===== src/rtl/sync_fifo.sv =====
// Registered-occupancy FIFO; a pushed word is visible at dout one cycle later.
module sync_fifo #(
  parameter int DATA_W = 32,
  parameter int DEPTH  = 8
) (
  input  logic              clk,
  input  logic              rst,
  input  logic              clr,
  input  logic              push,
  input  logic              pop,
  input  logic [DATA_W-1:0] din,
  output logic [DATA_W-1:0] dout,
  output logic              full,
  output logic              empty
);
  localparam int AW = $clog2(DEPTH);

  logic [DATA_W-1:0] mem [DEPTH];
  logic [AW-1:0]     wr_ptr, rd_ptr;
  logic [AW:0]       cnt;
  logic              do_push, do_pop;

  assign full    = (cnt == (AW+1)'(DEPTH));
  assign empty   = (cnt == '0);
  assign do_push = push && !full;
  assign do_pop  = pop && !empty;
  assign dout    = mem[rd_ptr];

  always_ff @(posedge clk) begin
    if (do_push) mem[wr_ptr] <= din;
  end

  always_ff @(posedge clk) begin
    if (rst || clr) begin
      wr_ptr <= '0;
      rd_ptr <= '0;
      cnt    <= '0;
    end else begin
      if (do_push) wr_ptr <= wr_ptr + AW'(1);
      if (do_pop)  rd_ptr <= rd_ptr + AW'(1);
      case ({do_push, do_pop})
        2'b10:   cnt <= cnt + (AW+1)'(1);
        2'b01:   cnt <= cnt - (AW+1)'(1);
        default: cnt <= cnt;
      endcase
    end
  end
endmodule


===== config.mk =====
export PLATFORM = sky130hd
export DESIGN_NAME = sync_fifo
export DESIGN_NICKNAME = d
export VERILOG_FILES = /design/src/rtl/sync_fifo.sv
export SDC_FILE = /design/constraint.sdc
export NUM_CORES = 1
export LEC_CHECK = 0
export ABC_AREA = 1
export BUFFER_PORTS_ARGS = -buffer_cell sky130_fd_sc_hd__buf_2
export CAP_MARGIN = 40
export CORE_MARGIN = 2
export CORE_UTILIZATION = 50
export CTS_CLUSTER_DIAMETER = 200
export CTS_CLUSTER_SIZE = 10
export DETAILED_ROUTE_END_ITERATION = 6
export PLACE_DENSITY = 0.68
export SYNTH_ARGS = -nofsm -noshare
export SYNTH_HDL_FRONTEND = slang
export SYNTH_SLANG_ARGS = --single-unit

===== constraint.sdc =====
create_clock -name clk -period 2.6 [get_ports clk]
set_input_delay 0.52 -clock clk [delete_from_list [all_inputs] [get_ports clk]]
set_output_delay 0.52 -clock clk [all_outputs]
set_load 0.02 [all_outputs]

# Word level (Yosys, flattened, before mapping)
# Memory sizes are Yosys's and may differ from the RTL's. A register that Yosys moved wholly into a read port is not among the register bits.
# Cells that the tools add are included.
# W data, S select, Z words.
classes:
  mux: 5
  add_sub_neg: 4
  reduce_logical: 7
  n_eq_ne: 3
op_table:
  columns: ["op", "n"]
  rows:
  - ["$pmux W4 S2", 1]
  - ["$add A3 B1 Y3 const B", 2]
  - ["$mux W3", 2]
  - ["$add A4 B1 Y4 const B", 1]
  - ["$eq A4 B4 Y1 const B", 1]
  - ["$logic_not A4 Y1", 1]
  - ["$sub A4 B1 Y4 const B", 1]
  - ["$eq A2 B1 Y1 const B", 1]
  - ["$eq A2 B2 Y1 const B", 1]
  - ["$logic_and A1 B1 Y1", 2]
  - ["$logic_not A1 Y1", 2]
  - ["$mux W1", 2]
  - ["$reduce_bool A2 Y1", 1]
  - ["$logic_or A1 B1 Y1", 1]
word_totals:
  out_inout_bits: 34
  regBits: 10
  memories: 1
  ram_bits: 256
memory_table:
  columns: ["memory", "words", "word_bits", "read_ports", "rd_clocked_by_memory_dff", "write_ports", "line_no", "source"]
  rows:
  - ["mem", 8, 32, 1, 1, 1, "18", "logic [DATA_W-1:0] mem [DEPTH];"]

# Depth between registers and ports, before layout
# Gate-level depths: netlist of run 1.
depth:
  word_depth: 5
  mapped_depth: 14
  ltp_nobuf: 14

# Least setup slack after synthesis of run 1
# No wires, ideal clock.
synth_timing:
  path_kind: "register to register"
  start: "register cnt[1]"
  end: "memory mem[1][0] (enable)"
  path_stages_with_launch: 7
  arrival_time_ns: 2.209
  setup_ns: 0.421
  slack_ns: -0.030
  cell_sequence: "dfxtp_1 nor2_1 nand3_1 nand2_1 nor2_1 inv_1 nor2_1"
synth_via:
  elab_chain_len: 5
synth_lines:
  columns: ["element", "line_no", "source"]
  rows:
  - ["start, declared", "20", "logic [AW:0] cnt;"]
  - ["start signal, assigned", "42", "2'b10: cnt <= cnt + (AW+1)'(1);"]
  - ["start signal, assigned", "43", "2'b01: cnt <= cnt - (AW+1)'(1);"]
  - ["start signal, assigned", "44", "default: cnt <= cnt;"]
  - ["$eq A4 B4 Y1", "23", "assign full = (cnt == (AW+1)'(DEPTH));"]
  - ["$logic_not A1 Y1", "25", "assign do_push = push && !full;"]
  - ["$logic_and A1 B1 Y1", "25", null]
  - ["$mux W1", "30", "if (do_push) mem[wr_ptr] <= din;"]
  - ["$mux W1 (implied by the code)", "30", null]
  - ["end, declared", "18", null]
# Every way passes these cells.

==> impl_metrics.ini, run 1 <==
[status]
run_status = finished, final reports clean

[hold_path]
hold_path_end = mem[5][20]$_DFFE_PP_
min_from = din[20]
min_path_type = input port to flop
hold_depth = 1

[finish]
fin_util_pct = 59.45
diodes = 0
nets = 946
area_delta_synth_final_pct = 17.03
n_fill_cell = 1641
layout-drive-gt1-share_pct = 15.83
layout.cells.most_common = edfxtp_1
layout_common_cells = edfxtp_1, nor2_1, nand2_1, o21ai_0, buf_2

[die]
die_y_um = 149.9
chipWidth_um = 149.9
core-area_sq_um = 20960
start_util_pct = 50.79
fp.dieArea_sq_um = 22470
core.rowCount = 53
io_pins = 71

[critical_path]
cp.arrival_ns = 1.94
max_stage_delay_ns = 0.42
crit_path_end_kind = output pin
cp_cell_sequence = clkbuf_2 -> buf_4 -> nor2_1 -> nor2_1 -> o21ai_0 -> o21ai_0 -> nand2_1 -> nand2_1 -> buf_2
startpoint_type = flop
rr_worst_depth = 12
reg2reg_from = cnt[1]$_SDFFE_PP0P_
path_max_fanout = 10
r2r-end = cnt[2]$_SDFFE_PP0P_
cp_top_family = buffers and inverters
cp.required_ns = 2.08
path_buf_inv = 3
crit_type = flop to output pin
rrSetupSlack_ns = 0.54
slowest_stage = dfxtp_4

[detailed_routing]
wl_per_cell_um = 18.63
post-route-drc-count = 0
vias = 6496
dr.pass1.iters = 4
routed_wl_mm = 22.19
drt-initial-drc-count = 454
vias_per_cell = 5.454
ant_nets = 0

[place]
portBuffers = 70
place_hpwl_mm = 11.16
dp_slack_ns = 0.5247
gp_congestion = 0.7395

[synthesis]
synth_edf_count = 256
ys_types = 26
ys_seq_elements = 269
netlist_instances = 817
synthFlopType = edfxtp_1
async_reset_ff_share_pct = 0
syn_area_per_cell_sq_um = 13.03
synth_warnings = 0
syn_area_sq_um = 10640
ys_seq_area_share_pct = 74.67
syn_nets = 859

[clock_tree]
cts_tree = yes
worstSkewPairLatency_ns = 0.54
clockBufferDepth = 3
clkTransAtPathRegs_ns = 0.05
cts-root-buf = clkbuf_16
ctsHoldBuffers = 0
cts_sinks = 269
htree_levels = 1
cts_made_buffers = 30

[job]
max_cap_viol_count = 0

[power_and_ir_drop]
power-per-cell-area_nw_per_um2 = 736.4
p_total_uw = 9174
p_leak_uw = 0.004334
vdd_drop_max_uv = 578.1

[global_route]
grt_pass1_wl_mm = 34.27
track_usage_pct = 19.90
antenna_found_initial = 1
grt_max_degree = 62
grt_pass1_vias = 6507
grt_overflow = 0

[sta]
finalClockSkew_ns = 0.01008
maxSlewHeadroom_pct = 68.05
final.setup.tns_ns = 0
finalHoldViolCount = 0
slew_viol_final = 0
post-route-period-util_pct = 94.68
setup_ws_ns = 0.1382
max_slew.worst_pin.slew_ns = 0.4792
rsz0062_at_grt = false
setup_violations = 0
timing.fmax_mhz = 406.2
min_period_ns = 2.462
==> report_power, final <==
| part | switching [uW] | internal [uW] |
|---|---|---|
| clock | 1480 | 2140 |
| combinational | 449 | 235 |
| sequential | 27.3 | 4840 |
==> how the worst max path moves through the flow <==
stage                        start                  end  depth (start not counted)
2_1_floorplan  cnt[1]$_SDFFE_PP0P_  mem[1][0]$_DFFE_PP_                          6
4_1_cts                       flop             dout[28]                          7
5_1_grt                       flop             dout[29]                          9
6_report                      flop             dout[29]                          9
3_3_place_gp                  flop              dout[5]                          6
3_5_place_dp                  flop             dout[13]                          6
==> sequential cells by signal, summed over array words and instances (netlist names), named ones only <==
signal / count
rd_ptr: 3
cnt: 4
wr_ptr: 3
mem: 256
==> cells in the mapped netlist (all sizes together), types with 2 or more instances <==
cell,instances,area share [%]
ha,5,0.59
nor3,2,0.094
nor2,142,5.0
dfxtp,13,2.4
inv,20,0.71
or2,2,0.12
nand3,6,0.28
o22ai,32,1.9
nand2,115,4.1
a21oi,8,0.38
o21ai,132,6.2
mux2i,32,3.0
nor3b,2,0.14
clkbuf,21,0.79
edfxtp,256,72
buf,25,1.8
xnor2,2,0.16
==> stage by stage <==
| stage | hold WS [ns] | instance area (sq um) | cells |
|---|---|---|---|
| after floorplan | 0.4585 | 10640 | 817 |
| after global placement | 0.4702 | 11450 | 1135 |
| after detailed placement | 0.4701 | 11450 | 1135 |
| after CTS | 0.2327 | 12340 | 1182 |
| after global routing | 0.2390 | 12460 | 1191 |
| final | 0.2490 | 12460 | 1191 |
==> worst reg2reg max path: cells and delay by family (launching register included) <==
family | cells | cell delay (ns)
AND/OR/NAND/NOR | 5 | 0.65
adder cells (fa/ha/maj) | 2 | 0.43
flip-flops | 1 | 0.34
XOR/XNOR | 1 | 0.11
AO/OA/AOI/OAI | 2 | 0.30
buffers and inverters | 2 | 0.12
==> final cells by class <==
class | instances | area (sq um) | share of cell area (%)
sequential | 269 | 7955 | 63.86
timing repair buffer | 101 | 848.3 | 6.810
multi-input combinational | 482 | 2410 | 19.35
inverter | 20 | 75.07 | 0.6027
tap | 275 | 344.1 | 2.762
clock buffer | 44 | 824.5 | 6.619
==> logic make-up (layout without fill, tap and decap cells) <==
| family | Yosys count | in the layout | synth area share [%] |
|---|---|---|---|
| AO/OA/AOI/OAI | 173 | 173 | 8.534 |
| flip-flops | 269 | 269 | 74.67 |
| AND/OR/NAND/NOR | 269 | 269 | 9.698 |
| XOR/XNOR | 3 | 3 | 0.2469 |
| multiplexers | 32 | 32 | 3.009 |
| buffers and inverters | 66 | 165 | 3.256 |
| adder cells (fa/ha/maj) | 5 | 5 | 0.5878 |
==> metal layers <==
metal	track usage [%]	wire length [um]	vias to the layer above	part of all wire, %
met5	0	11	-	0.050
met4	6.038	499	2	2.2
met3	3.628	1280	41	5.8
met2	34.11	11050	200	50
met1	25.97	9347	3150	42
li1	-	-	3103	-
==> timing repair <==
item                       CTS  global route
gates cloned                 1             1
setup endpoints to repair   10            25
buffers inserted             2             8
gates resized for setup      1             4
(Power assumes the default switching activity.)
==> run 2: changes to the inputs <==
--- a/config.mk
+++ b/config.mk
@@ -5,7 +5,7 @@
 export SDC_FILE = /design/constraint.sdc
 export NUM_CORES = 1
 export LEC_CHECK = 0
-export ABC_AREA = 1
+export ABC_AREA = 0
 export BUFFER_PORTS_ARGS = -buffer_cell sky130_fd_sc_hd__buf_2
 export CAP_MARGIN = 40
 export CORE_MARGIN = 2
@@ -13,7 +13,7 @@
 export CTS_CLUSTER_DIAMETER = 200
 export CTS_CLUSTER_SIZE = 10
 export DETAILED_ROUTE_END_ITERATION = 6
-export PLACE_DENSITY = 0.68
+export PLACE_DENSITY = 0.69
 export SYNTH_ARGS = -nofsm -noshare
 export SYNTH_HDL_FRONTEND = slang
 export SYNTH_SLANG_ARGS = --single-unit
==> run 2 against run 1 <==
Largest power group unchanged; the flow now finishes with violations (negative setup slack); sequential share of layout area fell by 0.71 points; critical path depth fell by 3; maximum frequency fell by 11%; largest cell class unchanged; highest routed layer unchanged; critical path type unchanged; final area rose by 1.1%.
==> impl_metrics.ini, run 2 <==
[clock_tree]
clockBufferDepth = 3
cts_made_buffers = 30
cts-root-buf = clkbuf_16
cts_tree = yes
ctsHoldBuffers = 0
clkTransAtPathRegs_ns = 0.06
cts_sinks = 269
htree_levels = 1
worstSkewPairLatency_ns = 0.55

[synthesis]
netlist.area_leader.share_pct = 73.06
ys_types = 37
netlist_instances = 446
ys_seq_elements = 269
synth_most_common_cell = edfxtp_1
synthFlopType = edfxtp_1
syn_area_per_cell_sq_um = 23.59
syn_nets = 488
ys_top_cells_by_area = edfxtp_1, mux4_1, mux4_2
syn_area_sq_um = 10520
synth_warnings = 0
synth_top_area_cell = edfxtp_1
yosys-top-cells-count = edfxtp_1, mux4_2, mux4_1, mux2_4, mux2_2
synth_edf_count = 256
async_reset_ff_share_pct = 0
ys_seq_area_share_pct = 75.53

[critical_path]
slowest_stage = mux4_2
crit_path_end_kind = output pin
cp_cell_sequence = buf_12 -> buf_8 -> buf_16 -> mux4_2 -> mux2_4 -> buf_6
crit_type = flop to output pin
cp.arrival_ns = 2.24
max_stage_delay_ns = 0.52
path_max_fanout = 8
cp.required_ns = 2.08
startpoint_type = flop

[hold_path]
min_path_type = input port to flop

[die]
fp.dieArea_sq_um = 22220
start_util_pct = 50.53
chipWidth_um = 149.1
die_y_um = 149.1
core.rowCount = 53
core-area_sq_um = 20820
io_pins = 71

[power_and_ir_drop]
p_total_uw = 9033
p_switching_uw = 1807
pwr-share-clk_pct = 40.9
p_seq_share_pct = 53.5
power-per-cell-area_nw_per_um2 = 717.2
p_leak_uw = 0.004139
p_comb_share_pct = 5.6
intPower_uw = 7226
switching_share_pct = 20.01
vdd_drop_max_uv = 518.9

[detailed_routing]
drt-initial-drc-count = 371
routed_wl_mm = 20.48
vias = 4803
vias_per_cell = 5.585
dr.pass1.iters = 4
wl_per_cell_um = 23.82
ant_nets = 0
post-route-drc-count = 0

[place]
dp.cells = 792
portBuffers = 70
gp_congestion = 0.7613
place_hpwl_mm = 10.84
place_area_sq_um = 11340
dp_slack_ns = 0.1508

[sta]
post-route-period-util_pct = 106.3
rsz0062_at_grt = true
finalClockSkew_ns = 0.02478
timing.fmax_mhz = 361.7
slew_viol_final = 0
final.setup.tns_ns = -3.383
maxSlewHeadroom_pct = 48.54
min_period_ns = 2.764
max_slew.worst_pin.slew_ns = 0.7701
setup_violations = 32
finalHoldViolCount = 0
setup_ws_ns = -0.1643

[finish]
n_fill_cell = 1495
largest_reg_flops = 256
nets = 601
layout-drive-gt1-share_pct = 41.51
register_area_sq_um = 7954
design_area_sq_um = 12590
reg_top3 = mem x256, cnt x4
regMostFlops = mem
area_delta_synth_final_pct = 19.69
layout.cells.most_common = edfxtp_1
final_cells = 860
multiInputGateArea_sq_um = 2431
layout_common_cells = edfxtp_1, mux4_2, buf_2, buf_6, mux2_4

[global_route]
grt_pass1_vias = 5285
grt_overflow = 0
antenna_found_initial = 3
grt_pass1_wl_mm = 31.40
grt_max_degree = 39
track_usage_pct = 19.09

[status]
violations = negative setup slack
run_status = finished, violations left

[job]
max_cap_viol_count = 0
run 2: changes by cell type in the layout (fill, tap and decap cells not counted), sizes merged, moves of 9 or more:
cell / before / now
mux4: 0 / 64
mux2i: 32 / 3
o22ai: 32 / 0
o21ai: 132 / 1
mux2: 0 / 33
inv: 20 / 1
nor2: 142 / 12
clkbuf: 46 / 55
nand2: 115 / 6
run 2: power groups by stage:
| stage | Combinational, uW | Sequential, uW | Clock, uW |
|---|---|---|---|
| 2_1_floorplan | 256 | 4910 | 0 |
| 4_1_cts | 521 | 4830 | 3770 |
| 3_5_place_dp | 414 | 4920 | 0 |
| 3_3_place_gp | 401 | 4910 | 0 |
| 5_1_grt | 548 | 4830 | 3920 |
| 6_report | 510 | 4830 | 3690 |
run 2: kinds of logic after synthesis:
| family | Yosys count | synth area share (%) |
|---|---|---|
| adder cells (fa/ha/maj) | 5 | 0.5945 |
| XOR/XNOR | 7 | 0.6540 |
| AND/OR/NAND/NOR | 35 | 1.879 |
| AO/OA/AOI/OAI | 7 | 0.4994 |
| buffers and inverters | 23 | 1.617 |
| flip-flops | 269 | 75.53 |
| multiplexers | 100 | 19.23 |
run 2: path summary, 6_finish.rpt:
kind              cells past startpoint                   to  slack (ns)                 from
setup / recovery                      6             dout[23]       -0.16                 flop
hold / removal                        1  mem[7][5]$_DFFE_PP_        0.23               din[5]
setup reg to reg                      9  cnt[2]$_SDFFE_PP0P_        0.14  cnt[1]$_SDFFE_PP0P_
hold reg to reg                       2  cnt[3]$_SDFFE_PP0P_        0.52  cnt[3]$_SDFFE_PP0P_
run 2: repair_timing:
action                     CTS  global route
gates cloned                 6             0
gates resized for setup    114             0
setup buffers                5             1
setup endpoints to repair   32            32
run 2: metal layers:
metal,global-route usage [%],wire (um),vias up
met3,3.517,1141,29
met1,25.88,8363,2531
li1,-,-,2110
met5,0,15,-
met4,5.429,318,2
met2,32.14,10640,131
run 2: final cells by class:
class / count / share of cell area, %
Multi-Input combinational cell: 154 / 19.30
Antenna cell: 2 / 0.03974
Inverter: 1 / 0.02980
Clock inverter: 1 / 0.1291
Sequential cell: 269 / 63.15
Tap cell: 275 / 2.732
Timing Repair Buffer: 103 / 7.908
Clock buffer: 55 / 6.706
run 2: per-stage QoR:
step,util [%],hold WS [ns]
3_3_place_gp,54.48,0.4795
4_1_cts,60.63,0.2133
3_5_place_dp,54.48,0.5135
2_1_floorplan,-,0.4644
5_1_grt,60.47,0.2328
6_report,60.49,0.2335
run 2: worst max-delay path: cells and delay by family, from the launching register on:
family / cells / cell delay [ns]
buf+inv: 4 / 0.52
flops: 1 / 0.37
mux: 2 / 0.81
==> run 3: changes to the inputs <==
==> constraint.sdc (replaced) <==
create_clock -name clk -period 2.6 [get_ports clk]
set_input_delay 0.52 -clock clk [delete_from_list [all_inputs] [get_ports clk]]
set_output_delay 0.52 -clock clk [all_outputs]
set_load 0.05 [all_outputs]
==> run 3 against run 2 <==
The run still ends with negative setup slack left; register-to-register slack worse by 0.04 ns; flip-flop and latch count unchanged; clock power is 1% higher; combinational power grew 18%; first-iteration DRC count increased by 8.4%; largest cell class unchanged; largest power group unchanged.
==> impl_metrics.ini, run 3 (synthesis gave the netlist of run 2 again) <==
[status]
run_status = finished, violations left
violations = negative setup slack

[sta]
maxSlewHeadroom_pct = 44.55
finalHoldViolCount = 0
post-route-period-util_pct = 105.5
finalClockSkew_ns = 0.007214
fin_hold_ws_ns = 0.2537
slew_viol_final = 0
setup_ws_ns = -0.1429
rsz0062_at_grt = true
timing.fmax_mhz = 364.6
max_slew.worst_pin.slew_ns = 0.8298
min_period_ns = 2.743
setup_violations = 32

[clock_tree]
cts_tree = yes
cts_sinks = 269
clockBufferDepth = 3
cts-root-buf = clkbuf_16
htree_levels = 1
worstSkewPairLatency_ns = 0.53
clkTransAtPathRegs_ns = 0.05
ctsHoldBuffers = 0
cts_made_buffers = 30

[finish]
largest_reg_flops = 256
fin_util_pct = 60.40
area_delta_synth_final_pct = 19.52
layout-drive-gt1-share_pct = 40.75
reg_top3 = mem x256, cnt x4
diodes = 0
regMostFlops = mem
nets = 602
layout_common_cells = edfxtp_1, mux4_2, buf_2, clkbuf_16, buf_6
final_cells = 859
layout.cells.most_common = edfxtp_1

[critical_path]
r2r-end = cnt[2]$_SDFFE_PP0P_
rrSetupSlack_ns = 0.10
crit_path_end_kind = output pin
rr_worst_depth = 9
startpoint_type = flop
reg2reg_from = cnt[2]$_SDFFE_PP0P_
crit_type = flop to output pin
cp.required_ns = 2.08
cp.arrival_ns = 2.22
path_max_fanout = 6

[power_and_ir_drop]
pwr-share-clk_pct = 40.7
intPower_uw = 7277
p_seq_share_pct = 52.7
power-per-cell-area_nw_per_um2 = 728.4
p_leak_uw = 0.004135
p_switching_uw = 1884
p_comb_share_pct = 6.6
vdd_drop_max_uv = 617.7
switching_share_pct = 20.57
p_total_uw = 9161

[hold_path]
hold_path_end = mem[2][25]$_DFFE_PP_
min_path_type = input port to flop
hold_depth = 1
min_from = din[25]

[global_route]
track_usage_pct = 18.43
grt_max_degree = 47
antenna_found_initial = 1
grt_overflow = 0
grt_pass1_wl_mm = 30.42
grt_pass1_vias = 5193

[place]
dp.cells = 793
gp_congestion = 0.7817
portBuffers = 70
place_hpwl_mm = 11.00

[die]
core-area_sq_um = 20820
chipWidth_um = 149.1
io_pins = 71
fp.dieArea_sq_um = 22220
core.rowCount = 53
start_util_pct = 50.53
die_y_um = 149.1

[detailed_routing]
vias_per_cell = 5.552
ant_nets = 0
post-route-drc-count = 0
wl_per_cell_um = 23.14
dr.pass1.iters = 4
vias = 4769
routed_wl_mm = 19.88
drt-initial-drc-count = 402

[job]
max_cap_viol_count = 0
-- run 3: changes by cell type in the layout (fill, tap and decap cells not counted), sizes merged --
| cell | before | now |
|---|---|---|
| buf | 103 | 104 |
| clkbuf | 55 | 56 |
| clkinv | 1 | 0 |
| diode | 2 | 0 |
-- run 3: worst max path at each step --
stage	startpoint	end	slack (ns)	cells after the start
after floorplan	cnt[0]$_SDFFE_PP0P_	mem[1][0]$_DFFE_PP_	-0.88	4
after global placement	cnt[1]$_SDFFE_PP0P_	cnt[2]$_SDFFE_PP0P_	0.18	9
after detailed placement	cnt[1]$_SDFFE_PP0P_	cnt[2]$_SDFFE_PP0P_	0.03	9
after CTS	flop	dout[13]	-0.16	6
after global routing	flop	dout[13]	-0.20	6
final	flop	dout[13]	-0.14	6
-- run 3: per-layer routing --
layer	track usage, %	up-vias	part of all wire [%]
met2	31.54	119	51
li1	-	2112	-
met4	4.000	2	1.4
met1	25.02	2505	42
met5	0	-	0.065
met3	3.456	31	5.5
-- run 3: per-stage QoR --
step	TNS [ns]	setup slack (ns)	instance area [sq um]
after floorplan	-96.83	-0.8805	10540
after detailed placement	0	0.02979	11350
after CTS	-3.510	-0.1625	12600
after global placement	0	0.1850	11350
after global routing	-4.519	-0.2009	12580
final	-2.431	-0.1429	12580
-- run 3: cell type report --
type                            instances  area [sq um]
Fill cell                            1460          8245
Multi-Input combinational cell        154          2430
Clock buffer                           56         869.6
Tap cell                              275         344.1
Inverter                                1         3.754
Timing Repair Buffer                  104         975.9
Sequential cell                       269          7954
-- run 3: power by group through the flow --
| stage | Combinational (uW) | Sequential (uW) | Clock [uW] |
|---|---|---|---|
| 6_report | 603 | 4830 | 3730 |
| 5_1_grt | 638 | 4830 | 3970 |
| 3_3_place_gp | 496 | 4910 | 0 |
| 4_1_cts | 610 | 4830 | 3800 |
| 2_1_floorplan | 356 | 4910 | 0 |
| 3_5_place_dp | 512 | 4920 | 0 |
-- run 3: critical path: stages, from the launching register on --
cell	delay, ns
dfxtp_4	0.35
buf_12	0.13
buf_12	0.13
buf_16	0.13
mux4_2	0.50
mux2_4	0.30
buf_6	0.15
-- run 3: repair_timing --
action,CTS,global route
buffers inserted,6,1
setup endpoints to repair,32,33
gates cloned,5,0
gates resized for setup,95,4
pin swaps,0,1
